`config.mk`:
```
export PLATFORM = sky130hd
export DESIGN_NAME = insert0_sched
export DESIGN_NICKNAME = d
export VERILOG_FILES = /design/src/rtl/insert0_sched_pkg.sv /design/src/rtl/insert0_rr_arb.sv /design/src/rtl/insert0_sched.sv
export SDC_FILE = /design/constraint.sdc
export NUM_CORES = 1
export LEC_CHECK = 0
export ABC_AREA = 1
export BUFFER_PORTS_ARGS = -buffer_cell sky130_fd_sc_hd__buf_2
export CORE_MARGIN = 3
export CORE_UTILIZATION = 55
export DETAILED_ROUTE_END_ITERATION = 6
export PLACE_DENSITY = 0.84
export SYNTH_ARGS = -nofsm -noshare
export SYNTH_HDL_FRONTEND = slang
export SYNTH_SLANG_ARGS = --single-unit
```
`constraint.sdc`:
```
create_clock -name clk -period 8.9 [get_ports clk]
set_clock_uncertainty 0.05 [all_clocks]
set_input_delay 0.89 -clock clk [delete_from_list [all_inputs] [get_ports clk]]
set_output_delay 0.89 -clock clk [all_outputs]
set_load 0.05 [all_outputs]
```
`src/rtl/insert0_sched_pkg.sv`:
```
// Shared types and helpers for the zero-insertion frame scheduler.
// Optional build macro INSERT0_SCHED_PRIO_EN is consumed by the arbiter and top.
package insert0_sched_pkg;

  typedef enum logic [1:0] {
    IDLE  = 2'd0,
    RUN   = 2'd1,
    DRAIN = 2'd2,
    GAP   = 2'd3
  } state_t;

  // Wide enough for 9*511 + 32 = 4631 with headroom.
  localparam int CNT_W = 15;

  // Frame timer load value: 9 cycles per byte (worst-case stuffing) plus tail,
  // minus one because the RUN state exits when the counter reaches zero.
  function automatic logic [CNT_W-1:0] frame_cycles(input logic [CNT_W-1:0] len,
                                                    input int tail);
    logic [31:0] total;
    total = 32'(len) * 32'd9 + 32'(tail) - 32'd1;
    return total[CNT_W-1:0];
  endfunction

endpackage

```
`src/rtl/insert0_rr_arb.sv`:
```
// Combinational round-robin arbiter for the frame scheduler.
// With INSERT0_SCHED_PRIO_EN defined, requester 0 has strict priority and the
// rotation covers only requesters 1..NREQ-1 (a pointer of 0 starts at 1).
module insert0_rr_arb
  import insert0_sched_pkg::*;
#(
  parameter int NREQ  = 4,
  parameter int PTR_W = (NREQ > 1) ? $clog2(NREQ) : 1
) (
  input  logic [NREQ-1:0]  req,
  input  logic [PTR_W-1:0] ptr,
  output logic [NREQ-1:0]  win,
  output logic [PTR_W-1:0] win_idx,
  output logic             valid
);

  int               idx;
  logic [PTR_W-1:0] sel;
`ifdef INSERT0_SCHED_PRIO_EN
  int               start;
`endif

  // Scan requesters starting at ptr and take the first asserted one.
`ifdef INSERT0_SCHED_PRIO_EN
  always_comb begin
    win     = '0;
    win_idx = '0;
    valid   = 1'b0;
    idx     = 0;
    sel     = '0;
    start   = 1;
    if (req[0]) begin
      valid  = 1'b1;
      win[0] = 1'b1;
    end else begin
      start = (ptr == '0) ? 1 : int'(ptr);
      for (int off = 0; off < NREQ - 1; off++) begin
        idx = start + off;
        if (idx >= NREQ) idx = idx - (NREQ - 1);
        sel = PTR_W'(idx);
        if (!valid && req[sel]) begin
          valid    = 1'b1;
          win_idx  = sel;
          win[sel] = 1'b1;
        end
      end
    end
  end
`else
  always_comb begin
    win     = '0;
    win_idx = '0;
    valid   = 1'b0;
    idx     = 0;
    sel     = '0;
    for (int off = 0; off < NREQ; off++) begin
      idx = int'(ptr) + off;
      if (idx >= NREQ) idx = idx - NREQ;
      sel = PTR_W'(idx);
      if (!valid && req[sel]) begin
        valid    = 1'b1;
        win_idx  = sel;
        win[sel] = 1'b1;
      end
    end
  end
`endif

endmodule

```
`src/rtl/insert0_sched.sv`:
```
// Frame scheduler for the zero-insertion datapath: arbitrates requesters,
// times each frame, pulses the datapath clear and enforces an inter-frame gap.
// Optional build macro INSERT0_SCHED_PRIO_EN gives requester 0 strict priority.
module insert0_sched
  import insert0_sched_pkg::*;
#(
  parameter int NREQ     = 4,
  parameter int LEN_W    = 10,
  parameter int MAX_LEN  = 511,
  parameter int TAIL_CYC = 32,
  parameter int GAP_CYC  = 4
) (
  input  logic                  clk,
  input  logic                  rst_n,
  input  logic [NREQ-1:0]       req,
  input  logic [NREQ*LEN_W-1:0] req_len,
  input  logic                  abort,
  output logic [NREQ-1:0]       grant,
  output logic                  done,
  output logic                  err,
  output logic                  busy,
  output logic                  trastart_flag,
  output logic [LEN_W-1:0]      db,
  output logic                  inr
);

  localparam int PTR_W   = (NREQ > 1) ? $clog2(NREQ) : 1;
  localparam int GAP_EFF = (GAP_CYC < 1) ? 1 : GAP_CYC;

  state_t             state, state_d;
  logic [CNT_W-1:0]   cnt, cnt_d;
  logic [PTR_W-1:0]   ptr, ptr_d, next_ptr;
  logic [NREQ-1:0]    req_q;
  logic [NREQ-1:0]    arb_win;
  logic [PTR_W-1:0]   arb_idx;
  logic               arb_valid;
  logic [LEN_W-1:0]   arb_len;
  logic               len_bad;
  logic [NREQ-1:0]    grant_d;
  logic               done_d, err_d, trastart_d, inr_d;
  logic [LEN_W-1:0]   db_d;

  // Arbitration works on the registered request vector.
  insert0_rr_arb #(
    .NREQ  (NREQ),
    .PTR_W (PTR_W)
  ) u_arb (
    .req     (req_q),
    .ptr     (ptr),
    .win     (arb_win),
    .win_idx (arb_idx),
    .valid   (arb_valid)
  );

  // Select the winner's length and judge whether the frame is legal.
  always_comb begin
    arb_len = '0;
    for (int i = 0; i < NREQ; i++) begin
      if (arb_idx == PTR_W'(i)) arb_len = req_len[i*LEN_W +: LEN_W];
    end
    len_bad = (arb_len == '0) || (32'(arb_len) > 32'(MAX_LEN));
  end

  // Rotate the pointer past the winner; a priority win leaves the rotation alone.
  always_comb begin
`ifdef INSERT0_SCHED_PRIO_EN
    if (arb_idx == '0)                    next_ptr = ptr;
    else if (arb_idx == PTR_W'(NREQ - 1)) next_ptr = PTR_W'(1);
    else                                  next_ptr = arb_idx + PTR_W'(1);
`else
    if (arb_idx == PTR_W'(NREQ - 1)) next_ptr = '0;
    else                             next_ptr = arb_idx + PTR_W'(1);
`endif
  end

  // Next-state and next-output logic; the cycle after any done pulse is skipped
  // by the arbiter so a rejected requester has time to drop its request.
  always_comb begin
    state_d    = state;
    cnt_d      = cnt;
    ptr_d      = ptr;
    grant_d    = grant;
    done_d     = 1'b0;
    err_d      = 1'b0;
    trastart_d = trastart_flag;
    db_d       = db;
    inr_d      = 1'b0;
    case (state)
      IDLE: begin
        grant_d    = '0;
        trastart_d = 1'b0;
        if (arb_valid && !done) begin
          ptr_d   = next_ptr;
          grant_d = arb_win;
          if (len_bad) begin
            done_d = 1'b1;
            err_d  = 1'b1;
          end else begin
            state_d    = RUN;
            trastart_d = 1'b1;
            db_d       = arb_len;
            cnt_d      = frame_cycles(CNT_W'(arb_len), TAIL_CYC);
          end
        end
      end
      RUN: begin
        if (abort || (cnt == '0)) begin
          state_d    = DRAIN;
          trastart_d = 1'b0;
          inr_d      = 1'b1;
          done_d     = 1'b1;
          err_d      = abort;
        end else begin
          cnt_d = cnt - CNT_W'(1);
        end
      end
      DRAIN: begin
        state_d = GAP;
        grant_d = '0;
        cnt_d   = CNT_W'(GAP_EFF - 1);
      end
      GAP: begin
        if (cnt == '0) state_d = IDLE;
        else           cnt_d   = cnt - CNT_W'(1);
      end
      default: state_d = IDLE;
    endcase
  end

  // State, counters and all outputs are registered here.
  always_ff @(posedge clk or negedge rst_n) begin
    if (!rst_n) begin
      state         <= IDLE;
      cnt           <= '0;
      ptr           <= '0;
      req_q         <= '0;
      grant         <= '0;
      done          <= 1'b0;
      err           <= 1'b0;
      busy          <= 1'b0;
      trastart_flag <= 1'b0;
      db            <= '0;
      inr           <= 1'b0;
    end else begin
      state         <= state_d;
      cnt           <= cnt_d;
      ptr           <= ptr_d;
      req_q         <= req;
      grant         <= grant_d;
      done          <= done_d;
      err           <= err_d;
      busy          <= (state_d != IDLE);
      trastart_flag <= trastart_d;
      db            <= db_d;
      inr           <= inr_d;
    end
  end

endmodule

```
Word level (Yosys, flattened, before mapping)
Index checks and enable logic that the tools add are counted.
{"block": "classes", "add_sub_neg": 11, "multipliers": 1, "magnitude_cmp": 13, "eq_ne": 11, "n_mux": 60, "bitwise": 4, "reduce_logical": 25}
{"op": "$mux 15", "n": 4}
{"op": "$pmux 15 s4", "n": 1}
{"op": "$mux 10", "n": 4}
{"op": "$sub 15x1->15 const B", "n": 2}
{"op": "$mux 2", "n": 13}
{"op": "$mux 1", "n": 20}
{"op": "$mux 4", "n": 5}
{"op": "$add 14x6->15 const B", "n": 1}
{"op": "$logic_not 15->1", "n": 1}
{"op": "$mul 10x4->14 const B", "n": 1}
{"op": "$lt 2x3->1 const B", "n": 4}
{"op": "$or 4x4->4", "n": 3}
{"op": "$gt 10x9->1 const B", "n": 1}
{"op": "$logic_not 10->1", "n": 1}
{"op": "$ne 2x2->1 const B", "n": 5}
{"op": "$ge 3x3->1 const B", "n": 3}
{"op": "$bmux 1 s2", "n": 4}
{"op": "$demux 1 s2", "n": 4}
{"op": "$eq 2x2->1 const B", "n": 4}
{"op": "$ge 2x1->1 const B", "n": 4}
{"op": "$logic_and 1x1->1", "n": 8}
{"op": "$pmux 2 s4", "n": 1}
{"op": "$pmux 4 s2", "n": 1}
{"op": "$sub 2x1->2 const B", "n": 4}
{"op": "14 further kinds", "n": 26}
{"block": "totals", "reg_bits": 42, "elab_cells": 136}

Logic depth before layout (Yosys ltp)
Gate-level depths: netlist of the first run.
{"block": "depth", "ltp_word": 25, "depth_mapped": 38, "depth_no_buf": 38}

Modules after synthesis
Synthesis of the first run repeated with hierarchy kept, for this count alone.
{"block": "unflattened", "cells_unflattened": 519, "area_unflattened_um2": 3667.3}
{"module": "insert0_sched", "n_inst": 1, "cells_per_inst": 445, "area_per_inst_um2": 3226.8, "seq_area_each_um2": 1051.0}
{"module": "insert0_rr_arb", "n_inst": 1, "cells_per_inst": 74, "area_per_inst_um2": 440.4, "seq_area_each_um2": 0.0}

Worst setup path before layout of the first run
No wires, ideal clock.
{"block": "synth_path", "path_type": "register to register", "start": "register ptr[0]", "end": "register cnt[11]", "arrival_ns": 4.765, "setup_slack_ns": 4.020, "stages_incl_launch_ff": 36, "path_cell_list": "dfrtp_1 inv_2 ha_1 inv_1 nand3_1 nand2_1 nand2_1 inv_1 nand2_1 inv_1 nand2_1 o211ai_1 inv_1 nand2_1 inv_1 ha_1 buf_2 a21oi_1 nand2_1 a22oi_1 inv_1 ha_1 inv_1 ha_1 ha_1 a21oi_1 nand2_1 nand2_1 nand2_1 nand2_1 nand2_1 nand2_1 nand2_1 o21ai_0 nand2_1 nand2_1"}
{"block": "synth_between", "elab_chain_cells": 25}
{"item": "start, declared", "line_no": "insert0_sched.sv:32", "text": "logic [PTR_W-1:0] ptr, ptr_d, next_ptr;"}
{"item": "start signal, assigned", "line_no": "insert0_sched.sv:147", "text": "ptr <= ptr_d;"}
{"item": "parallel branches: the longest is 13 deep, another holds $add 2x1->3"}
{"item": "$mux 2 (*)", "line_no": "insert0_rr_arb.sv:60", "text": "if (!valid && req[sel]) begin"}
{"item": "$logic_not 2->1", "line_no": "insert0_sched.sv:59", "text": "if (arb_idx == PTR_W'(i)) arb_len = req_len[i*LEN_W +: LEN_W];"}
{"item": "$mux 10 (3 in a row)", "line_no": "insert0_sched.sv:59"}
{"item": "$mux 10 (*)", "line_no": "insert0_sched.sv:59"}
{"item": "named net arb_len[1]", "line_no": "insert0_sched.sv:37", "text": "logic [LEN_W-1:0] arb_len;"}
{"item": "$mul 10x4->14", "line_no": "insert0_sched_pkg.sv:20", "text": "total = 32'(len) * 32'd9 + 32'(tail) - 32'd1;"}
{"item": "$add 14x6->15", "line_no": "insert0_sched_pkg.sv:20"}
{"item": "$sub 15x1->15", "line_no": "insert0_sched_pkg.sv:20"}
{"item": "$mux 15", "line_no": "insert0_sched.sv:95", "text": "if (len_bad) begin"}
{"item": "$mux 15", "line_no": "insert0_sched.sv:92", "text": "if (arb_valid && !done) begin"}
{"item": "$pmux 15 s4", "line_no": "insert0_sched.sv:88", "text": "case (state)"}
{"item": "end signal, assigned", "line_no": "insert0_sched.sv:146", "text": "cnt <= cnt_d;"}
{"item": "end, declared", "line_no": "insert0_sched.sv:31", "text": "logic [CNT_W-1:0] cnt, cnt_d;"}
Mark *: on every way through the listed nets, which the timed path passes. The select of a mux whose other input is x is not followed.
A chain may end at the register's enable or synchronous reset.

Worst setup path in the final report of the first run
Same ends and word-level chain as after synthesis.

==> impl_metrics.yaml, run 1 <==
setup_path:
  reg2reg_slack_ns: 3.08
  critPathLaunchType: "flop"
  critPathSlowestCell: "a22oi_1"
  arrival_ns: 6.02
  worstPathRequired_ns: 9.10
  end_kind: "flop"
  crit_fanout: 12
  path_class: "reg2reg"
  crit_top_cell: "nand2_1"
  critical-path-max-stage-delay_ns: 0.56
synthesis:
  yosys.cell_types.count: 36
  synth_area_per_cell_um2: 6.754
  synth_cells: 548
  yosys_warnings: 0
  synth-seq-area-share: 0.2840
  synth-seq-cells: 42
  synth_fp_nets: 637
  syn_area_um2: 3701
grt:
  grt_pass1_vias: 3638
  use_met1: 0.3119
  use_met3: 0.03198
  grt_antenna_before_repair: 0
  grt_util_met2: 0.4445
  grt-busiest-layer: "met2"
  grt_pass1_wl_um: 15570
  grt_max_degree: 43
  grtUsageTotal: 0.2483
  overflow: 0
placed_design:
  gp_congestion: 0.9520
  place.port_buffers: 65
  dp_hpwl_um: 7040
  dp_cells: 680
die:
  io_pins: 66
  chipWidth_um: 88.03
  coreArea_um2: 6422
  die_area_um2: 7749
  initial_core_util: 0.5763
  rows: 29
  die_h_um: 88.03
hold_path:
  hold_class: "reg2reg"
cells_and_area:
  drive_above_1_share: 0.1588
  instances_no_fill: 688
  final_nets: 699
  num_antenna_cells: 0
  area_growth_pct: 13.66
clock_tree:
  cts_tree: "built"
  h-tree-depth: 2
  clock_sinks: 42
  numCtsBuffers: 5
  holdBufCountCts: 0
  cts_root_buf: "clkbuf_8"
  clk_pin_slew_ns: 0.09
  cts-resized-gates: 0
  clockBufferDepth: 2
  clk_latency_ns: 0.30
  post-cts-setup-buffers: 0
timing:
  maxSlewHeadroom: 0.3505
  fin_crit_sh: 0.6539
  fmax_mhz: 171.8
  tightest_slew_ns: 0.9742
  finalCriticalPeriod_ns: 5.820
  finalSetupViolations: 0
  timing.setup.tns_ns: 0
  final_max_slew_viol_count: 0
  hold_viol_final: 0
  rsz0062_at_grt: "no"
pwr:
  p_leak_nw: 2.349
  irDropWorstVdd_mv: 0.09287
  cellPowerDensity_nw_per_um2: 141.7
job:
  maxCapViolCount: 0
route:
  drc: 0
  totalWireLength_um: 9365
  drt_iter0_drc: 296
  via_count: 3844
  antenna_left: 0
  vias_per_cell: 5.587
  firstDrtPassIters: 6
  wire_per_inst_um: 13.61
status:
  status: "finished, final reports clean"
area by class of cell:
type                            instances  area, um^2
Clock buffer                            5       68.82
Clock inverter                          3       68.82
Fill cell                             554        2216
Inverter                               68       255.2
Multi-Input combinational cell        427        2333
Sequential cell                        42        1051
Tap cell                               77       96.34
Timing Repair Buffer                   66       332.8
layout by cell type (no fill, tap or decap), types with 8 or more instances in the layout:
| cell type | synthesis | final |
|---|---|---|
| nor2_1 | 42 | 42 |
| ha_1 | 40 | 40 |
| nand3_1 | 55 | 55 |
| o21ai_0 | 23 | 23 |
| o21ai_1 | 8 | 8 |
| dfrtp_1 | 42 | 42 |
| nand2_1 | 181 | 181 |
| buf_2 | 7 | 65 |
| inv_1 | 61 | 61 |
| a21oi_1 | 27 | 27 |
flip-flops by register name, summed over array words and instances (netlist names):
signal	cells
busy	1
cnt	15
db	10
done	1
err	1
grant	4
inr	1
ptr	2
req_q	4
state	2
trastart_flag	1
path summary, 6_finish.rpt:
path / startpoint / endpoint / depth (start not counted)
setup reg to reg: ptr[0]$_DFFE_PN0P_ / cnt[11]$_DFFE_PN0P_ / 34
max in group asynchronous: rst_n / db[8]$_DFFE_PN0P_ / 1
hold / removal: grant[0]$_DFFE_PN0P_ / grant[0]$_DFFE_PN0P_ / 2
hold reg to reg: grant[0]$_DFFE_PN0P_ / grant[0]$_DFFE_PN0P_ / 2
min in group asynchronous: rst_n / inr$_DFF_PN0_ / 1
setup / recovery: ptr[0]$_DFFE_PN0P_ / cnt[11]$_DFFE_PN0P_ / 34
stage by stage:
stage                     total power, W    util  setup slack (ns)  hold WS [ns]  instance area, um^2
final                          0.0005962  0.6550             3.081        0.4376                 4207
after global routing           0.0006365  0.6550             2.568        0.4648                 4207
after CTS                      0.0005981  0.6550             3.154        0.4372                 4207
after detailed placement       0.0004065  0.6335             3.193        0.4119                 4069
after global placement         0.0004018  0.6335             3.510        0.4092                 4069
after floorplan                0.0003502       -             4.020        0.4283                 3701
cells in the mapped netlist:
master,count,area (um^2)
nand2_4,2,22.52
a22oi_1,3,22.52
nand3b_1,1,7.510
ha_1,40,500.5
buf_4,1,7.510
o211ai_1,6,45.04
buf_6,1,11.26
nor2_8,1,20.02
nand3_4,2,35.03
nand2_1,181,679.4
a21oi_2,1,8.760
fa_1,2,40.04
a21o_1,1,7.510
a21boi_1,1,7.510
clkinv_1,1,3.750
dfrtp_1,42,1051
nand4_2,1,12.51
o21ai_0,23,115.1
a31oi_1,2,12.51
nand2_2,3,18.77
nor2_2,1,6.260
o21bai_1,1,7.510
or2_2,6,37.54
a21oi_1,27,135.1
nand4_1,3,18.77
nor4_1,2,12.51
a32o_1,1,10.01
xor2_1,6,52.55
o21ai_1,8,40.04
clkbuf_1,2,7.510
buf_2,7,35.03
inv_1,61,229.0
nor3_1,5,25.02
nor2_1,42,157.7
inv_2,6,22.52
nand3_1,55,275.3
cells by family (layout without fill, tap and decap cells):
group           Yosys count  after routing  share of synthesized area
fa+ha+maj                42             42                     0.1460
compound gates           74             74                     0.1112
simple gates            305            305                     0.3590
buf+inv                  79            142                    0.08553
xor+xnor                  6              6                    0.01420
flops                    42             42                     0.2840
where the power goes:
group | leakage (nW) | internal, W | total, W | switching (W)
logic | 1.78 | 0.0000774 | 0.000216 | 0.000139
clock network | 0.0683 | 0.000113 | 0.000188 | 0.0000752
registers | 0.495 | 0.000192 | 0.000192 | 0.000000706
total | 2.35 | 0.000382 | 0.000596 | 0.000215
critical path: cells and delay by family, from the launching register on:
kind | cells | cell delay, ns
buffers and inverters | 8 | 0.97
and+or+nand+nor | 17 | 1.36
adders and majority gates | 5 | 1.80
AOI/OAI and AO/OA | 4 | 1.03
DFF | 1 | 0.55
per-layer routing:
| layer | share of wire | up-vias |
|---|---|---|
| li1 | - | 1887 |
| met1 | 0.44 | 1806 |
| met2 | 0.50 | 138 |
| met3 | 0.050 | 13 |
| met4 | 0.014 | 0 |
| met5 | 0 | - |
Power figures use the tool's default switching activity.
==> run 2, diff against run 1 <==
Settings changed: CORE_UTILIZATION 55 to 52, PLACE_DENSITY 0.84 to 0.83.
Clock period 8.9 ns to 4.9 ns, I/O delays scaled along.
==> run 2 against run 1 <==
- global-route usage down 0.37 points
- final area grew 5.1%
- combinational power up 110%
- clock power rose by 27%
- critical path type unchanged
- critical endpoint is now cnt[6]$_DFFE_PN0P_
- largest cell class unchanged
==> impl_metrics.yaml, run 2 (synthesized netlist as in run 1, its figures left out) <==
status:
  status: "finished, final reports clean"
hold_path:
  hold_class: "in2reg"
  min_path_cells: 1
  min_from: "req[2]"
  min_to: "req_q[2]$_DFF_PN0_"
setup_path:
  end_kind: "flop"
  arrival_ns: 4.83
  crit_fanout: 10
  critPathSlowestCell: "fa_1"
  worstPathRequired_ns: 5.05
  reg2reg_to: "cnt[6]$_DFFE_PN0P_"
  critPathLaunchType: "flop"
  ff2ff_path_depth: 33
  crit_family: "adder cells"
  crit_top_cell: "nand2_1"
  regToRegStartpoint: "ptr[1]$_DFFE_PN0P_"
  critical-path-max-stage-delay_ns: 0.53
  worst-path-buf-inv: 9
  path_class: "reg2reg"
  reg2reg_slack_ns: 0.22
route:
  drt_iter0_drc: 167
  wire_per_inst_um: 14.01
  firstDrtPassIters: 5
  via_count: 3902
  drc: 0
  antenna_left: 0
  vias_per_cell: 5.419
  totalWireLength_um: 10090
cells_and_area:
  num_antenna_cells: 0
  drive_above_1_share: 0.2131
  largest_register: "cnt"
  area_growth_pct: 19.41
  final_nets: 712
  finalInstanceArea_um2: 4419
  layout_commonest_cell: "nand2_1"
  finish.utilization: 0.6469
  fill_cells: 609
  top_regs: "cnt: 15 flops, db: 10 flops"
  largest_reg_flops: 15
  layout_common_cells: "176 x nand2_1, 65 x buf_2, 57 x inv_1"
pwr:
  swShare: 0.3933
  cellInternalPower_w: 0.0006347
  total_power_w: 0.001046
  switching_power_w: 0.0004116
  pwr-share-comb: 0.438
  seqPwrFrac: 0.334
  p_leak_nw: 2.396
  p_clk_frac: 0.228
  cellPowerDensity_nw_per_um2: 236.8
  irDropWorstVdd_mv: 0.1867
timing:
  finalSetupViolations: 0
  finalCriticalPeriod_ns: 4.678
  final_max_slew_viol_count: 0
  fmax_mhz: 213.7
  hold_viol_final: 0
  layout_setup_ws_ns: 0.2215
  tightest_slew_ns: 0.9903
  fin_crit_sh: 0.9548
  whs_ns: 0.2390
  maxSlewHeadroom: 0.3398
grt:
  grt_max_degree: 43
  grtUsageTotal: 0.2446
  grt_antenna_before_repair: 0
  overflow: 0
  grt_pass1_vias: 3752
  grt_pass1_wl_um: 16600
die:
  die_h_um: 90.37
  initial_core_util: 0.5418
  io_pins: 66
  rows: 30
  chipWidth_um: 90.37
  coreArea_um2: 6832
  die_area_um2: 8166
placed_design:
  dpl_cell_area_um2: 4160
  dp_hpwl_um: 7407
  pre_cts_ws_ns: -0.07324
  gp_congestion: 0.9240
  place.port_buffers: 65
job:
  maxCapViolCount: 0
clock_tree:
  cts_root_buf: "clkbuf_8"
  clock_sinks: 42
  numCtsBuffers: 5
  clockBufferDepth: 2
  h-tree-depth: 2
  clk_pin_slew_ns: 0.09
  cts_tree: "built"
  clk_latency_ns: 0.31
run 2: cell types whose count changed in the layout (fill, tap and decap cells not counted), sizes merged:
| cell | before | now |
|---|---|---|
| clkbuf | 5 | 7 |
| bufinv | 2 | 0 |
| buf | 66 | 79 |
run 2: repair_timing:
| action | CTS | global route |
|---|---|---|
| setup buffers | 0 | 4 |
| resized for setup | 2 | 32 |
| hold buffers | 0 | 0 |
| pin swaps | 0 | 3 |
| endpoints found under the setup margin | 8 | 10 |
run 2: per-layer routing:
metal  part of all wire  up-vias  GRT usage
met5                  0        -          0
met1               0.42     1814     0.2950
met3              0.054       29    0.04000
li1                   -     1920          -
met2               0.51      139     0.4356
met4              0.024        0    0.09311
run 2: worst max-delay path by stage:
| stage | cells after the start | start | end |
|---|---|---|---|
| 4_1_cts | 29 | ptr[0]$_DFFE_PN0P_ | cnt[8]$_DFFE_PN0P_ |
| 6_report | 33 | ptr[1]$_DFFE_PN0P_ | cnt[6]$_DFFE_PN0P_ |
| 5_1_grt | 33 | ptr[1]$_DFFE_PN0P_ | cnt[6]$_DFFE_PN0P_ |
| 2_1_floorplan | 35 | ptr[0]$_DFFE_PN0P_ | cnt[11]$_DFFE_PN0P_ |
| 3_3_place_gp | 30 | ptr[0]$_DFFE_PN0P_ | cnt[8]$_DFFE_PN0P_ |
| 3_5_place_dp | 35 | ptr[0]$_DFFE_PN0P_ | cnt[13]$_DFFE_PN0P_ |
run 2: cell type report:
class / count / area [um^2] / share of cell area
Clock buffer: 7 / 86.33 / 0.01954
Inverter: 68 / 257.7 / 0.05832
Multi-Input combinational cell: 427 / 2461 / 0.5569
Clock inverter: 1 / 5.005 / 0.001133
Timing Repair Buffer: 79 / 437.9 / 0.09909
Sequential cell: 42 / 1051 / 0.2378
Tap cell: 96 / 120.1 / 0.02718
run 2: worst register-to-register path, delay by kind of cell, from the launching register on:
family / cells / cell delay (ns)
DFF: 1 / 0.38
AOI/OAI and AO/OA: 5 / 0.45
and+or+nand+nor: 14 / 1.36
buffers and inverters: 9 / 0.78
adders and majority gates: 5 / 1.55
run 2: through the flow:
step / TNS [ns] / std cells
floorplan: 0 / 548
global placement: 0 / 708
detailed placement: -0.3140 / 708
CTS: 0 / 716
global route: -0.1119 / 720
finish: 0 / 720
run 2: power by group through the flow:
stage | clock network, W | logic [W] | registers, W
final | 0.000239 | 0.000458 | 0.000349
after global routing | 0.000259 | 0.000520 | 0.000349
after CTS | 0.000237 | 0.000395 | 0.000349
after detailed placement | 0 | 0.000389 | 0.000356
after global placement | 0 | 0.000380 | 0.000356
after floorplan | 0 | 0.000280 | 0.000356
==> run 3, diff against run 2 <==
Settings changed: CORE_ASPECT_RATIO set to 1.4.
==> run 3 against run 2 <==
- total power rose by 2.4%
- cell count did not move
- largest cell class unchanged
- critical path depth rose by 2
- largest power group unchanged
- via count rose by 1.1%
- critical endpoint is now cnt[10]$_DFFE_PN0P_
==> impl_metrics.yaml, run 3 (synthesized netlist as in run 1, its figures left out) <==
status:
  status: "finished, final reports clean"
die:
  rows: 35
  chipWidth_um: 77.30
  die_area_um2: 8180
  initial_core_util: 0.5488
  coreArea_um2: 6744
  die_h_um: 105.8
  io_pins: 66
setup_path:
  critical-path-max-stage-delay_ns: 0.41
  critPathSlowestCell: "dfrtp_1"
  crit_top_cell: "nand2_1"
  reg2reg_to: "cnt[10]$_DFFE_PN0P_"
  path_class: "reg2reg"
  reg2reg_slack_ns: 0.23
  ff2ff_path_depth: 35
  crit_fanout: 7
  arrival_ns: 4.86
  worstPathRequired_ns: 5.09
  regToRegStartpoint: "ptr[0]$_DFFE_PN0P_"
  crit_start: "ptr[0]$_DFFE_PN0P_"
  endpoint: "cnt[10]$_DFFE_PN0P_"
  end_kind: "flop"
  critPathLaunchType: "flop"
hold_path:
  hold_class: "in2reg"
cells_and_area:
  fill_cells: 620
  drive_above_1_share: 0.2229
  layout_commonest_cell: "nand2_1"
  area_growth_pct: 20.59
  final_nets: 716
  largest_reg_flops: 15
  top_regs: "cnt: 15 flops, db: 10 flops"
  finalInstanceArea_um2: 4463
  num_antenna_cells: 0
  finish.utilization: 0.6618
  largest_register: "cnt"
  layout_common_cells: "175 x nand2_1, 66 x buf_2, 57 x inv_1"
timing:
  hold_viol_final: 0
  finalCriticalPeriod_ns: 4.666
  fin_crit_sh: 0.9523
  layout_setup_ws_ns: 0.2339
  final_max_slew_viol_count: 0
  finalSetupViolations: 0
  fmax_mhz: 214.3
  maxSlewHeadroom: 0.3621
  timing.setup.tns_ns: 0
  tightest_slew_ns: 0.9568
clock_tree:
  clock_sinks: 42
  cts_root_buf: "clkbuf_8"
  cts_tree: "built"
  clk_latency_ns: 0.30
  clockBufferDepth: 2
  h-tree-depth: 2
  numCtsBuffers: 5
  clk_pin_slew_ns: 0.10
placed_design:
  dpl_cell_area_um2: 4163
  gp_congestion: 0.9802
  dp_hpwl_um: 7723
  place.port_buffers: 65
  pre_cts_ws_ns: -0.06868
route:
  totalWireLength_um: 10440
  firstDrtPassIters: 4
  antenna_left: 0
  vias_per_cell: 5.479
  drt_iter0_drc: 205
  drc: 0
  via_count: 3945
  wire_per_inst_um: 14.50
grt:
  grt_max_degree: 43
  grt_antenna_before_repair: 0
  overflow: 0
  grt_pass1_vias: 3723
  grtUsageTotal: 0.2449
  grt_pass1_wl_um: 16500
pwr:
  p_leak_nw: 2.407
  cellPowerDensity_nw_per_um2: 240.1
  irDropWorstVdd_mv: 0.1727
job:
  maxCapViolCount: 0
[run 3: how the worst min path moves through the flow]
stage | depth (start not counted) | start | slack [ns] | to
CTS | 1 | req[2] | 0.23 | req_q[2]$_DFF_PN0_
finish | 1 | req[2] | 0.23 | req_q[2]$_DFF_PN0_
global placement | 2 | grant[3]$_DFFE_PN0P_ | 0.41 | grant[3]$_DFFE_PN0P_
detailed placement | 2 | grant[3]$_DFFE_PN0P_ | 0.41 | grant[3]$_DFFE_PN0P_
floorplan | 0 | rst_n | 0.14 | busy$_DFF_PN0_
global route | 1 | req[2] | 0.23 | req_q[2]$_DFF_PN0_
[run 3: what timing repair did]
item,in CTS,in global routing
gates cloned,0,1
pin swaps,0,5
buffers inserted,0,6
setup endpoints to repair,4,9
hold buffers,0,0
gates resized for setup,2,32
[run 3: stage by stage]
step,instances,power [W],hold slack (ns)
floorplan,548,0.0006361,0.1444
global placement,705,0.0007462,0.4087
detailed placement,705,0.0007555,0.4102
CTS,713,0.001001,0.2314
global route,720,0.001142,0.2255
finish,720,0.001071,0.2332
[run 3: power by group]
group / switching (W) / internal, W
combinational: 0.000292 / 0.000188
clock: 0.000140 / 0.000103
sequential: 0.00000125 / 0.000348
total: 0.000433 / 0.000639
[run 3: layer usage]
metal,global-route usage,vias to the layer above,part of all wire
met4,0.1120,0,0.032
met2,0.4506,126,0.54
met3,0.02821,31,0.047
met1,0.2783,1863,0.38
li1,-,1925,-
met5,0,-,0
[run 3: cell type report]
| cell class | instances | area (um^2) | area share |
|---|---|---|---|
| well taps | 92 | 115.1 | 0.02579 |
| clock buffers | 5 | 68.82 | 0.01542 |
| flip-flops and latches | 42 | 1051 | 0.2355 |
| repair buffers | 83 | 461.7 | 0.1034 |
| clock inverters | 3 | 25.02 | 0.005607 |
| multi-input cells | 427 | 2486 | 0.5570 |
| inverters | 68 | 255.2 | 0.05719 |
[run 3: worst max-delay path, delay by kind of cell, from the launching register on]
family / cells / cell delay [ns]
buffers and inverters: 10 / 0.88
AOI/OAI and AO/OA: 5 / 0.74
DFF: 1 / 0.41
and+or+nand+nor: 15 / 1.19
adders and majority gates: 5 / 1.29
